**src/rtl/i2c_mem_slave.sv**
```systemverilog
// -----------------------------------------------------------------------------
// i2c_mem_slave
//
// Memory-side target of the I2C master. It deserialises a word address plus
// R/W bit and one data word from SCL/SDA_OUT, acknowledges on ack_n, writes to
// or reads from an internal byte array, and serialises read data on SDA_IN.
// SCL and SDA_OUT are treated as ordinary synchronous inputs on clk.
//
// Optional feature (compile-time macro I2C_SLAVE_AUTO_INC_EN):
//   defined   : after each data ACK the address increments (wrapping from
//               MEM_DEPTH-1 to 0) and the next word is written / read.
//   undefined : exactly one data word per transaction.
//
// Parameters:
//   DATA_WIDTH  bits per memory word and per data phase
//   ADDR_WIDTH  bits of word address in the address phase
//   MEM_DEPTH   implemented words (<= 2**ADDR_WIDTH)
//
// Ports:
//   clk       system clock, rising edge
//   reset_n   asynchronous active-low reset
//   SCL       serial clock from the master
//   SDA_OUT   serial data from the master
//   SDA_IN    serial read data to the master (1 = released)
//   ack_n     active-low acknowledge to the master
//   busy      high while the FSM is outside IDLE
//   wr_done   one-clk pulse when a word is committed to memory
//   rd_done   one-clk pulse after the last bit of a read word
// -----------------------------------------------------------------------------
module i2c_mem_slave #(
    parameter int DATA_WIDTH = 8,
    parameter int ADDR_WIDTH = 7,
    parameter int MEM_DEPTH  = 128
) (
    input  logic clk,
    input  logic reset_n,
    input  logic SCL,
    input  logic SDA_OUT,
    output logic SDA_IN,
    output logic ack_n,
    output logic busy,
    output logic wr_done,
    output logic rd_done
);

    localparam int SH_W  = (DATA_WIDTH > ADDR_WIDTH) ? DATA_WIDTH : ADDR_WIDTH;
    localparam int CNT_W = $clog2(SH_W + 2);
    // Counter value at the last bit of each frame (address frame carries R/W too).
    localparam logic [CNT_W-1:0] ADDR_LAST = CNT_W'(ADDR_WIDTH);
    localparam logic [CNT_W-1:0] DATA_LAST = CNT_W'(DATA_WIDTH - 1);
    localparam logic [31:0]      DEPTH_U   = MEM_DEPTH;

    typedef enum logic [2:0] {
        S_IDLE,
        S_ADDR,
        S_ADDR_ACK,
        S_WR_DATA,
        S_WR_ACK,
        S_RD_DATA,
        S_RD_ACK,
        S_WAIT_STOP
    } state_t;

    state_t                  state_reg, state_next;
    logic [CNT_W-1:0]        cnt_reg, cnt_next;
    logic [SH_W-1:0]         shift_reg, shift_next;
    logic [ADDR_WIDTH-1:0]   addr_reg, addr_next;
    logic                    rw_reg, rw_next;
    // Second half of an ACK slot (ack driven, or master ACK already seen).
    logic                    phase_reg, phase_next;
    logic                    ack_n_reg, ack_n_next;
    logic                    sda_in_reg, sda_in_next;
    logic                    wr_done_reg, wr_done_next;
    logic                    rd_done_reg, rd_done_next;
    logic                    scl_q, sda_q;

    logic                    mem_we;
    logic [DATA_WIDTH-1:0]   mem_wdata;
    logic [DATA_WIDTH-1:0]   rd_data_reg;
    logic [DATA_WIDTH-1:0]   mem [MEM_DEPTH];

    logic rise, fall, start_cond, stop_cond, addr_ok;

    assign rise       = !scl_q && SCL;
    assign fall       = scl_q && !SCL;
    assign start_cond = SCL && scl_q && sda_q && !SDA_OUT;
    assign stop_cond  = SCL && scl_q && !sda_q && SDA_OUT;
    assign addr_ok    = (32'(addr_reg) < DEPTH_U);

`ifdef I2C_SLAVE_AUTO_INC_EN
    logic [ADDR_WIDTH-1:0] addr_inc;
    assign addr_inc = (32'(addr_reg) == DEPTH_U - 32'd1) ? '0 : addr_reg + ADDR_WIDTH'(1);
`endif

    // Memory: write commits on the last data rise; the read port is
    // registered and continuously follows addr_reg, so the word is ready well
    // before the SCL fall that loads it into the shift register.
    always_ff @(posedge clk) begin
        if (mem_we) begin
            mem[addr_reg] <= mem_wdata;
        end
        rd_data_reg <= mem[addr_reg];
    end

    always_ff @(posedge clk or negedge reset_n) begin
        if (!reset_n) begin
            state_reg   <= S_IDLE;
            cnt_reg     <= '0;
            shift_reg   <= '0;
            addr_reg    <= '0;
            rw_reg      <= 1'b0;
            phase_reg   <= 1'b0;
            ack_n_reg   <= 1'b1;
            sda_in_reg  <= 1'b1;
            wr_done_reg <= 1'b0;
            rd_done_reg <= 1'b0;
            // Idle bus level, so no edge is seen right after reset.
            scl_q       <= 1'b1;
            sda_q       <= 1'b1;
        end else begin
            state_reg   <= state_next;
            cnt_reg     <= cnt_next;
            shift_reg   <= shift_next;
            addr_reg    <= addr_next;
            rw_reg      <= rw_next;
            phase_reg   <= phase_next;
            ack_n_reg   <= ack_n_next;
            sda_in_reg  <= sda_in_next;
            wr_done_reg <= wr_done_next;
            rd_done_reg <= rd_done_next;
            scl_q       <= SCL;
            sda_q       <= SDA_OUT;
        end
    end

    always_comb begin
        state_next   = state_reg;
        cnt_next     = cnt_reg;
        shift_next   = shift_reg;
        addr_next    = addr_reg;
        rw_next      = rw_reg;
        phase_next   = phase_reg;
        ack_n_next   = ack_n_reg;
        sda_in_next  = sda_in_reg;
        wr_done_next = 1'b0;
        rd_done_next = 1'b0;
        mem_we       = 1'b0;
        mem_wdata    = {shift_reg[DATA_WIDTH-2:0], SDA_OUT};

        if (start_cond) begin
            // START (also repeated START) wins over any bit activity.
            state_next  = S_ADDR;
            cnt_next    = '0;
            phase_next  = 1'b0;
            ack_n_next  = 1'b1;
            sda_in_next = 1'b1;
        end else if (stop_cond) begin
            // Partial frames are simply dropped.
            state_next  = S_IDLE;
            cnt_next    = '0;
            phase_next  = 1'b0;
            ack_n_next  = 1'b1;
            sda_in_next = 1'b1;
        end else begin
            case (state_reg)
                S_IDLE: begin
                end

                S_ADDR: begin
                    if (rise) begin
                        shift_next = {shift_reg[SH_W-2:0], SDA_OUT};
                        if (cnt_reg == ADDR_LAST) begin
                            // Previous bits hold the address; this bit is R/W.
                            addr_next  = shift_reg[ADDR_WIDTH-1:0];
                            rw_next    = SDA_OUT;
                            cnt_next   = '0;
                            phase_next = 1'b0;
                            state_next = S_ADDR_ACK;
                        end else begin
                            cnt_next = cnt_reg + CNT_W'(1);
                        end
                    end
                end

                S_ADDR_ACK: begin
                    if (fall) begin
                        if (!phase_reg) begin
                            if (addr_ok) begin
                                ack_n_next = 1'b0;
                                phase_next = 1'b1;
                            end else begin
                                state_next = S_WAIT_STOP;
                            end
                        end else begin
                            ack_n_next = 1'b1;
                            phase_next = 1'b0;
                            if (rw_reg) begin
                                state_next = S_WR_DATA;
                            end else begin
                                state_next  = S_RD_DATA;
                                sda_in_next = rd_data_reg[DATA_WIDTH-1];
                                shift_next  = SH_W'({rd_data_reg[DATA_WIDTH-2:0], 1'b1});
                            end
                        end
                    end
                end

                S_WR_DATA: begin
                    if (rise) begin
                        shift_next = {shift_reg[SH_W-2:0], SDA_OUT};
                        if (cnt_reg == DATA_LAST) begin
                            mem_we       = 1'b1;
                            wr_done_next = 1'b1;
                            cnt_next     = '0;
                            phase_next   = 1'b0;
                            state_next   = S_WR_ACK;
                        end else begin
                            cnt_next = cnt_reg + CNT_W'(1);
                        end
                    end
                end

                S_WR_ACK: begin
                    if (fall) begin
                        if (!phase_reg) begin
                            ack_n_next = 1'b0;
                            phase_next = 1'b1;
                        end else begin
                            ack_n_next = 1'b1;
                            phase_next = 1'b0;
`ifdef I2C_SLAVE_AUTO_INC_EN
                            addr_next  = addr_inc;
                            state_next = S_WR_DATA;
`else
                            state_next = S_WAIT_STOP;
`endif
                        end
                    end
                end

                S_RD_DATA: begin
                    if (fall) begin
                        if (cnt_reg == DATA_LAST) begin
                            sda_in_next  = 1'b1;
                            rd_done_next = 1'b1;
                            cnt_next     = '0;
                            phase_next   = 1'b0;
                            state_next   = S_RD_ACK;
                        end else begin
                            sda_in_next = shift_reg[DATA_WIDTH-1];
                            shift_next  = {shift_reg[SH_W-2:0], 1'b1};
                            cnt_next    = cnt_reg + CNT_W'(1);
                        end
                    end
                end

                S_RD_ACK: begin
`ifdef I2C_SLAVE_AUTO_INC_EN
                    if (!phase_reg && rise) begin
                        if (SDA_OUT) begin
                            state_next = S_WAIT_STOP;
                        end else begin
                            // Master ACK: advance now so the registered read
                            // port settles before the reload on the next fall.
                            addr_next  = addr_inc;
                            phase_next = 1'b1;
                        end
                    end else if (phase_reg && fall) begin
                        phase_next  = 1'b0;
                        state_next  = S_RD_DATA;
                        sda_in_next = rd_data_reg[DATA_WIDTH-1];
                        shift_next  = SH_W'({rd_data_reg[DATA_WIDTH-2:0], 1'b1});
                    end
`else
                    if (rise) begin
                        state_next = S_WAIT_STOP;
                    end
`endif
                end

                S_WAIT_STOP: begin
                    ack_n_next  = 1'b1;
                    sda_in_next = 1'b1;
                end

                default: begin
                    state_next = S_IDLE;
                end
            endcase
        end
    end

    assign SDA_IN  = sda_in_reg;
    assign ack_n   = ack_n_reg;
    assign busy    = (state_reg != S_IDLE);
    assign wr_done = wr_done_reg;
    assign rd_done = rd_done_reg;

endmodule

```
**config.mk**
```make
export PLATFORM = sky130hd
export DESIGN_NAME = i2c_mem_slave
export DESIGN_NICKNAME = d
export VERILOG_FILES = /design/src/rtl/i2c_mem_slave.sv
export SDC_FILE = /design/constraint.sdc
export NUM_CORES = 1
export LEC_CHECK = 0
export BUFFER_PORTS_ARGS = -buffer_cell sky130_fd_sc_hd__buf_2
export CAP_MARGIN = 5
export CORE_MARGIN = 2
export CORE_UTILIZATION = 40
export DETAILED_ROUTE_END_ITERATION = 7
export PLACE_DENSITY = 0.58
export SLEW_MARGIN = 20
export SYNTH_ARGS = -nofsm -noshare
export SYNTH_HDL_FRONTEND = slang
export SYNTH_SLANG_ARGS = --single-unit
```
**constraint.sdc**
```tcl
create_clock -name clk -period 4.9 [get_ports clk]
set_clock_uncertainty 0.05 [all_clocks]
set_input_delay 1.47 -clock clk [delete_from_list [all_inputs] [get_ports clk]]
set_output_delay 1.47 -clock clk [all_outputs]
set_load 0.02 [all_outputs]
```
-- Word-level counts from Yosys, hierarchy flattened
Memory sizes are Yosys's and may differ from the RTL's. A register that Yosys moved wholly into a read port is not among the register bits.
Cells that the tools add are included.
- add/subtract/negate cells: 1
- reductions and logical operators: 27
- eq/ne operators: 28
- bitwise operators: 2
- muxes and demuxes: 60
- operators with widths (cell ; number):
    8-bit two-way mux ; 6
    4-bit inequality test (second input constant) ; 12
    3-bit two-way mux ; 14
    1-bit two-way mux ; 29
    8-bit one-hot mux with 3 select lines ; 1
    4-bit two-way mux ; 5
    3-bit one-hot mux with 6 select lines ; 1
    3-bit equality test (second input constant) ; 4
    12-bit AND reduction ; 1
    2-bit inequality test (second input constant) ; 5
    5-bit AND reduction ; 2
    5-bit nonzero test ; 2
    9-bit AND reduction ; 1
    4-bit by 1-bit inequality test with 1-bit output (second input constant) ; 2
    4-bit one-hot mux with 2 select lines ; 1
    4-bit nonzero test ; 2
    8-bit nonzero test ; 1
    1-bit logical AND ; 7
    3-bit by 2-bit equality test with 1-bit output (second input constant) ; 2
    1-bit one-hot mux with 3 select lines ; 2
    3-bit nonzero test ; 2
    4-bit by 1-bit adder with 4-bit output (second input constant) ; 1
    4-bit by 3-bit equality test with 1-bit output (second input constant) ; 1
    1-bit zero test ; 4
    other kinds (8) ; 10
- bits in writable memories: 1024
- logic and storage cells: 131
- input bits: 4
- memories: 1
- flip-flop bits (word level): 30
- output and inout port bits: 5
- memories (memory ; words ; width ; read ports ; clocked after memory_dff ; write ports ; RTL line ; text):
    mem ; 128 ; 8 ; 1 ; 1 ; 1 ; 80 ; logic [DATA_WIDTH-1:0] mem [MEM_DEPTH];

-- Logic depth before layout (Yosys ltp)
- depth after elaboration: 8
- depth in mapped cells: 12
- gate-level depth less buffers: 8

-- Worst setup path after synthesis
Ideal clock, no wire load.
- kind: in2reg
- start point: input port SCL
- end point: memory mem[68][0], enable pin
- path buffers: 2
- required time: 4.480 ns
- library setup time: 0.370 ns
- setup slack: 1.594 ns
- data arrival time: 2.886 ns
- stages: 7
- cells stage by stage: nand2b_1 nor3_1 and2_1 clkbuf_1 nand3_1 clkbuf_1 nor2_1
- cells in the longest elaborated chain, start to end: 7
- elaborated cells on any way between the ends: 12
- classes of those cells: mux: 6; reduce/logical: 6
- RTL lines (element ; RTL line ; text):
    start, declared ; 37 ; input logic SCL,
    1-bit logical AND, on equally long branches ; 84, 86, 87 ;
    1-bit two-way mux / 1-bit logical AND (equally long branches) ; 209, 87 ;
    1-bit two-way mux / 1-bit logical AND (equally long branches) ; 165, 87 ;
    1-bit two-way mux ; 157 ; end else if (stop_cond) begin
    1-bit two-way mux (*) ; 150 ; if (start_cond) begin
    net mem_we ; 77 ; logic mem_we;
    1-bit two-way mux (*) ; 99 ; if (mem_we) begin
    1-bit two-way mux (not written as such) (*) ; 100 ; mem[addr_reg] <= mem_wdata;
    end, declared ; 80 ;
Mark *: on every way through the listed nets, which the timed path passes. The rest lies on a longest branch.

-- Worst setup path after layout
- start point: register addr_reg[1]
- end point: memory mem[39][5], enable pin
- RTL lines (element ; RTL line ; text):
    start, declared ; 67 ; logic [ADDR_WIDTH-1:0] addr_reg, addr_next;
    start signal, assigned ; 124 ; addr_reg <= addr_next;
No word-level cell before the write port.

==> summary.log <==
[status] status finished clean
[logic_synthesis] cell area after technology mapping 0.04200 mm2
[critical_path] type of destination of the critical path flip-flop
[floorplan] core region area 0.1038 mm2
[routing] number of DRC violations after detailed-routing iteration 0 4324
[clocking] clock buffer depth 3
[sta] Max Freq 241.5 MHz
[floorplan] effective utilization at floorplan 40.46%
[global_routing] wire length of the first global-routing pass 191700 um
[critical_path] worst r2r src addr_reg[1]
[clocking] Num CTS Buffers 106
[power_and_ir_drop] static leakage power 14.65 nW
[sta] transition time at the pin with the least slew margin 1.158 ns
[power_and_ir_drop] Power Dens Cells 479.4 mW/mm2
[final_layout] flip-flop count of the largest register, all copies and words added 1024
[worst_hold_path] worst hold-check path type flip-flop to flip-flop
[clocking] number of setup buffers added after CTS 0
[routing] Routed Antenna Nets 0
[routing] DR WL/cell 32.26 um
[logic_synthesis] fraction of the mapped netlist area in simple logic gates 4.871%
[critical_path] largest fanout on the critical path 36
[logic_synthesis] dominant combinational cell family by area after synthesis compound AO/OA/AOI/OAI gates
[logic_synthesis] fraction of registers with async set/reset 2.825%
[sta] final critical delay including setup and external delays 4.141 ns
[logic_synthesis] Synth Net Count 2634
[clocking] hold bufs inserted after CTS 0
[critical_path] cells on worst reg2reg path 5
[clocking] post-CTS clock slew at the launch and capture registers of the worst setup and hold paths 0.06 ns
[worst_hold_path] Hold Path Cell Cnt 2
[logic_synthesis] cell type with the largest total area after synthesis sky130_fd_sc_hd__edfxtp_1
[logic_synthesis] dominant synthesized flop cell sky130_fd_sc_hd__edfxtp_1
[place] half-perimeter wire length after detailed placement 80450 um
[logic_synthesis] number of distinct library cell variants in the gate-level netlist after synthesis 78
[logic_synthesis] portion of netlist area occupied by mux cells 4.999%
[final_layout] commonest cells after routing, fill and taps aside 1024 x sky130_fd_sc_hd__edfxtp_1, 211 x sky130_fd_sc_hd__nor2_1, 174 x sky130_fd_sc_hd__a221oi_1
[worst_hold_path] Min-Delay Startpoint shift_reg[7]
[floorplan] height of the chip 328.0 um
[final_layout] share of the core filled with cells in the final layout 45.77%
[power_and_ir_drop] net switching power figure 6.199 mW
[global_routing] total track usage 24.67%
[sta] count of pins over their slew limit 0
[sta] period utilisation layout 84.50%
[sta] normalized max-slew margin 22.63%
[floorplan] number of ports placed on the die boundary 9
[critical_path] Data arrival, critical path 4.40 ns
[routing] routed vias 26.17k
[clocking] buffer type at the clock tree root sky130_fd_sc_hd__clkbuf_16
[critical_path] R2R Path End mem[39][5]
[logic_synthesis] proportion of synthesized chip area in sequential cells 75.40%
[power_and_ir_drop] clock network fraction of design power 36.5%
[routing] number of search-and-repair iterations in the first detailed-routing pass 7
[power_and_ir_drop] Internal Power 16.57 mW
[final_layout] leading cell type in the layout, fill and taps excluded sky130_fd_sc_hd__edfxtp_1
[routing] routed via count divided by cell count 6.311
[floorplan] width of the die 328.0 um
[clocking] Sink Count 1062
[routing] Total Wirelength 133700 um
[worst_hold_path] Hold Path Sink shift_reg[7]
[logic_synthesis] number of flops mapped to enable cells by yosys 1024
[global_routing] number of antenna violations at the first check in global routing 5
[power_and_ir_drop] net switching share of the total power 27.22%
[place] quantity of I/O buffers inserted on ports 8
[clocking] H-Tree Level Count 3
[global_routing] overflow left after global routing 0
[logic_synthesis] post-synthesis instance total 2629
[routing] number of remaining DRC errors 0
[logic_synthesis] YS warnings 0
[critical_path] slack of the worst reg-to-reg path 0.76 ns
[final_layout] diodes inserted 0
[final_layout] synth-to-layout area growth 13.11%
[critical_path] CP Class flip-flop to flip-flop
[final_layout] Total Nets Final 2679
[logic_synthesis] share of the synthesized area in the top cell type 73.22%
[clocking] Resize count post-CTS 0
[critical_path] required time at the endpoint of the critical path 5.16 ns
[logic_synthesis] fraction of the mapped netlist area in adder cells 0.02979%
[global_routing] via count of the first global-routing pass 25.65k
[critical_path] Setup crit start addr_reg[1]
[power_and_ir_drop] maximum resistive drop on vdd 0.0004012 V
[place] final weighted congestion of routability-driven global placement 0.8945
[power_and_ir_drop] logic gate share of total power 11.3%
[clocking] Worst-Skew Late Latency 0.68 ns
[floorplan] count of standard-cell rows 118
[sta] aggregate negative setup slack 0 ns
[logic_synthesis] compound-gate portion of the synthesized area 12.11%
[sta] unrepaired setup endpoints after global routing false
[power_and_ir_drop] part of the power in registers 52.1%
[logic_synthesis] number of synthesized register bits 1062
[final_layout] share of final-layout standard cells stronger than drive strength 1 16.31%
[logic_synthesis] XOR/XNOR Fraction of Synth Area 0.04171%
[logic_synthesis] Avg Inst Size Synth 15.97 um2
[logic_synthesis] leading cell types by total area after synthesis sky130_fd_sc_hd__edfxtp_1 73%, sky130_fd_sc_hd__a221oi_1 3.6%, sky130_fd_sc_hd__mux2_2 2.1%
[critical_path] Critical Path Start Type flip-flop
[power_and_ir_drop] overall power after layout 22.77 mW
[floorplan] die area 0.1076 mm2
[sta] final count of negative-setup-slack endpoints 0
[sta] hold violation total from the final report 0
[job] total of max-cap violations 0
[clocking] TritonCTS clock tree built
[global_routing] largest net degree at the start of global routing 73
## worst max path at each step
stage / endpoint / depth (start not counted)
after floorplan: mem[68][0] / 7
after global placement: mem[47][7] / 7
after detailed placement: mem[55][1] / 7
after CTS: mem[39][6] / 5
after global routing: mem[39][6] / 5
final: mem[39][5] / 5
## cells by family after synthesis
| logic type | Yosys count |
|---|---|
| DFF | 1062 |
| AOI/OAI and AO/OA | 688 |
| and+or+nand+nor | 484 |
| buffers and inverters | 212 |
| muxes | 180 |
| xor gates and xnor gates | 2 |
| adders and majority gates | 1 |
## synth_stat cells (10+ instances only)
cell and count:
sky130_fd_sc_hd__edfxtp_1 1024, sky130_fd_sc_hd__nor2_1 213, sky130_fd_sc_hd__a221oi_1 174, sky130_fd_sc_hd__nand2_1 167
sky130_fd_sc_hd__a21oi_1 128, sky130_fd_sc_hd__o21ai_0 89, sky130_fd_sc_hd__clkbuf_1 87, sky130_fd_sc_hd__mux2i_1 86
sky130_fd_sc_hd__mux2_2 78, sky130_fd_sc_hd__buf_2 74, sky130_fd_sc_hd__a22oi_1 62, sky130_fd_sc_hd__a222oi_1 34
sky130_fd_sc_hd__dfrtp_1 26, sky130_fd_sc_hd__nor3_1 26, sky130_fd_sc_hd__nor2b_1 22, sky130_fd_sc_hd__o22ai_1 22
sky130_fd_sc_hd__a22o_1 21, sky130_fd_sc_hd__buf_4 19, sky130_fd_sc_hd__nand3_1 17, sky130_fd_sc_hd__mux4_2 16
sky130_fd_sc_hd__buf_6 15, sky130_fd_sc_hd__a31oi_1 14, sky130_fd_sc_hd__a211oi_1 13, sky130_fd_sc_hd__a221o_1 13
sky130_fd_sc_hd__o221ai_1 13, sky130_fd_sc_hd__o31ai_1 10
## per-stage QoR
stage,std cells,hold WS [ns],worst slack [ns],instance area (um2)
finish,4146,0.4626,0.7593,47510
global route,4146,0.5036,0.7315,47510
CTS,4146,0.4648,0.8967,47510
detailed placement,3946,0.4546,0.3660,43960
global placement,3945,0.4408,0.3695,43950
floorplan,2629,0.4011,1.594,42000
## critical path, cell delays in order, from the launching register on
cell and delay [ns]:
sky130_fd_sc_hd__dfrtp_4 0.83, sky130_fd_sc_hd__buf_4 0.52, sky130_fd_sc_hd__and3_1 0.52, sky130_fd_sc_hd__nand2_1 0.77, sky130_fd_sc_hd__buf_4 0.49, sky130_fd_sc_hd__nor2_1 0.55
## final cells by class
type | instances | area (um2)
multi-input combinational | 1355 | 9328
tap | 1380 | 1727
sequential | 1062 | 31710
inverter | 9 | 35.03
timing repair buffer | 140 | 1166
fill | 8833 | 56290
clock inverter | 70 | 718.2
clock buffer | 130 | 2826
## power by group through the flow
stage          clock [mW]  combinational (mW)  sequential [mW]
6_report             8.32                2.58             11.9
5_1_grt              8.75                2.69             11.9
3_3_place_gp            0                2.51             12.0
4_1_cts              8.39                2.55             11.9
2_1_floorplan           0                1.09             11.9
3_5_place_dp            0                2.55             12.1
## routing by layer
| layer | vias up | part of all wire (%) | global-route usage, % |
|---|---|---|---|
| li1 | 10710 | - | - |
| met1 | 13240 | 39 | 34.19 |
| met2 | 1868 | 45 | 37.52 |
| met3 | 335 | 11 | 5.598 |
| met4 | 8 | 4.7 | 10.46 |
| met5 | - | 0.031 | 0 |
Note: power is estimated with default switching activity, not from simulation.
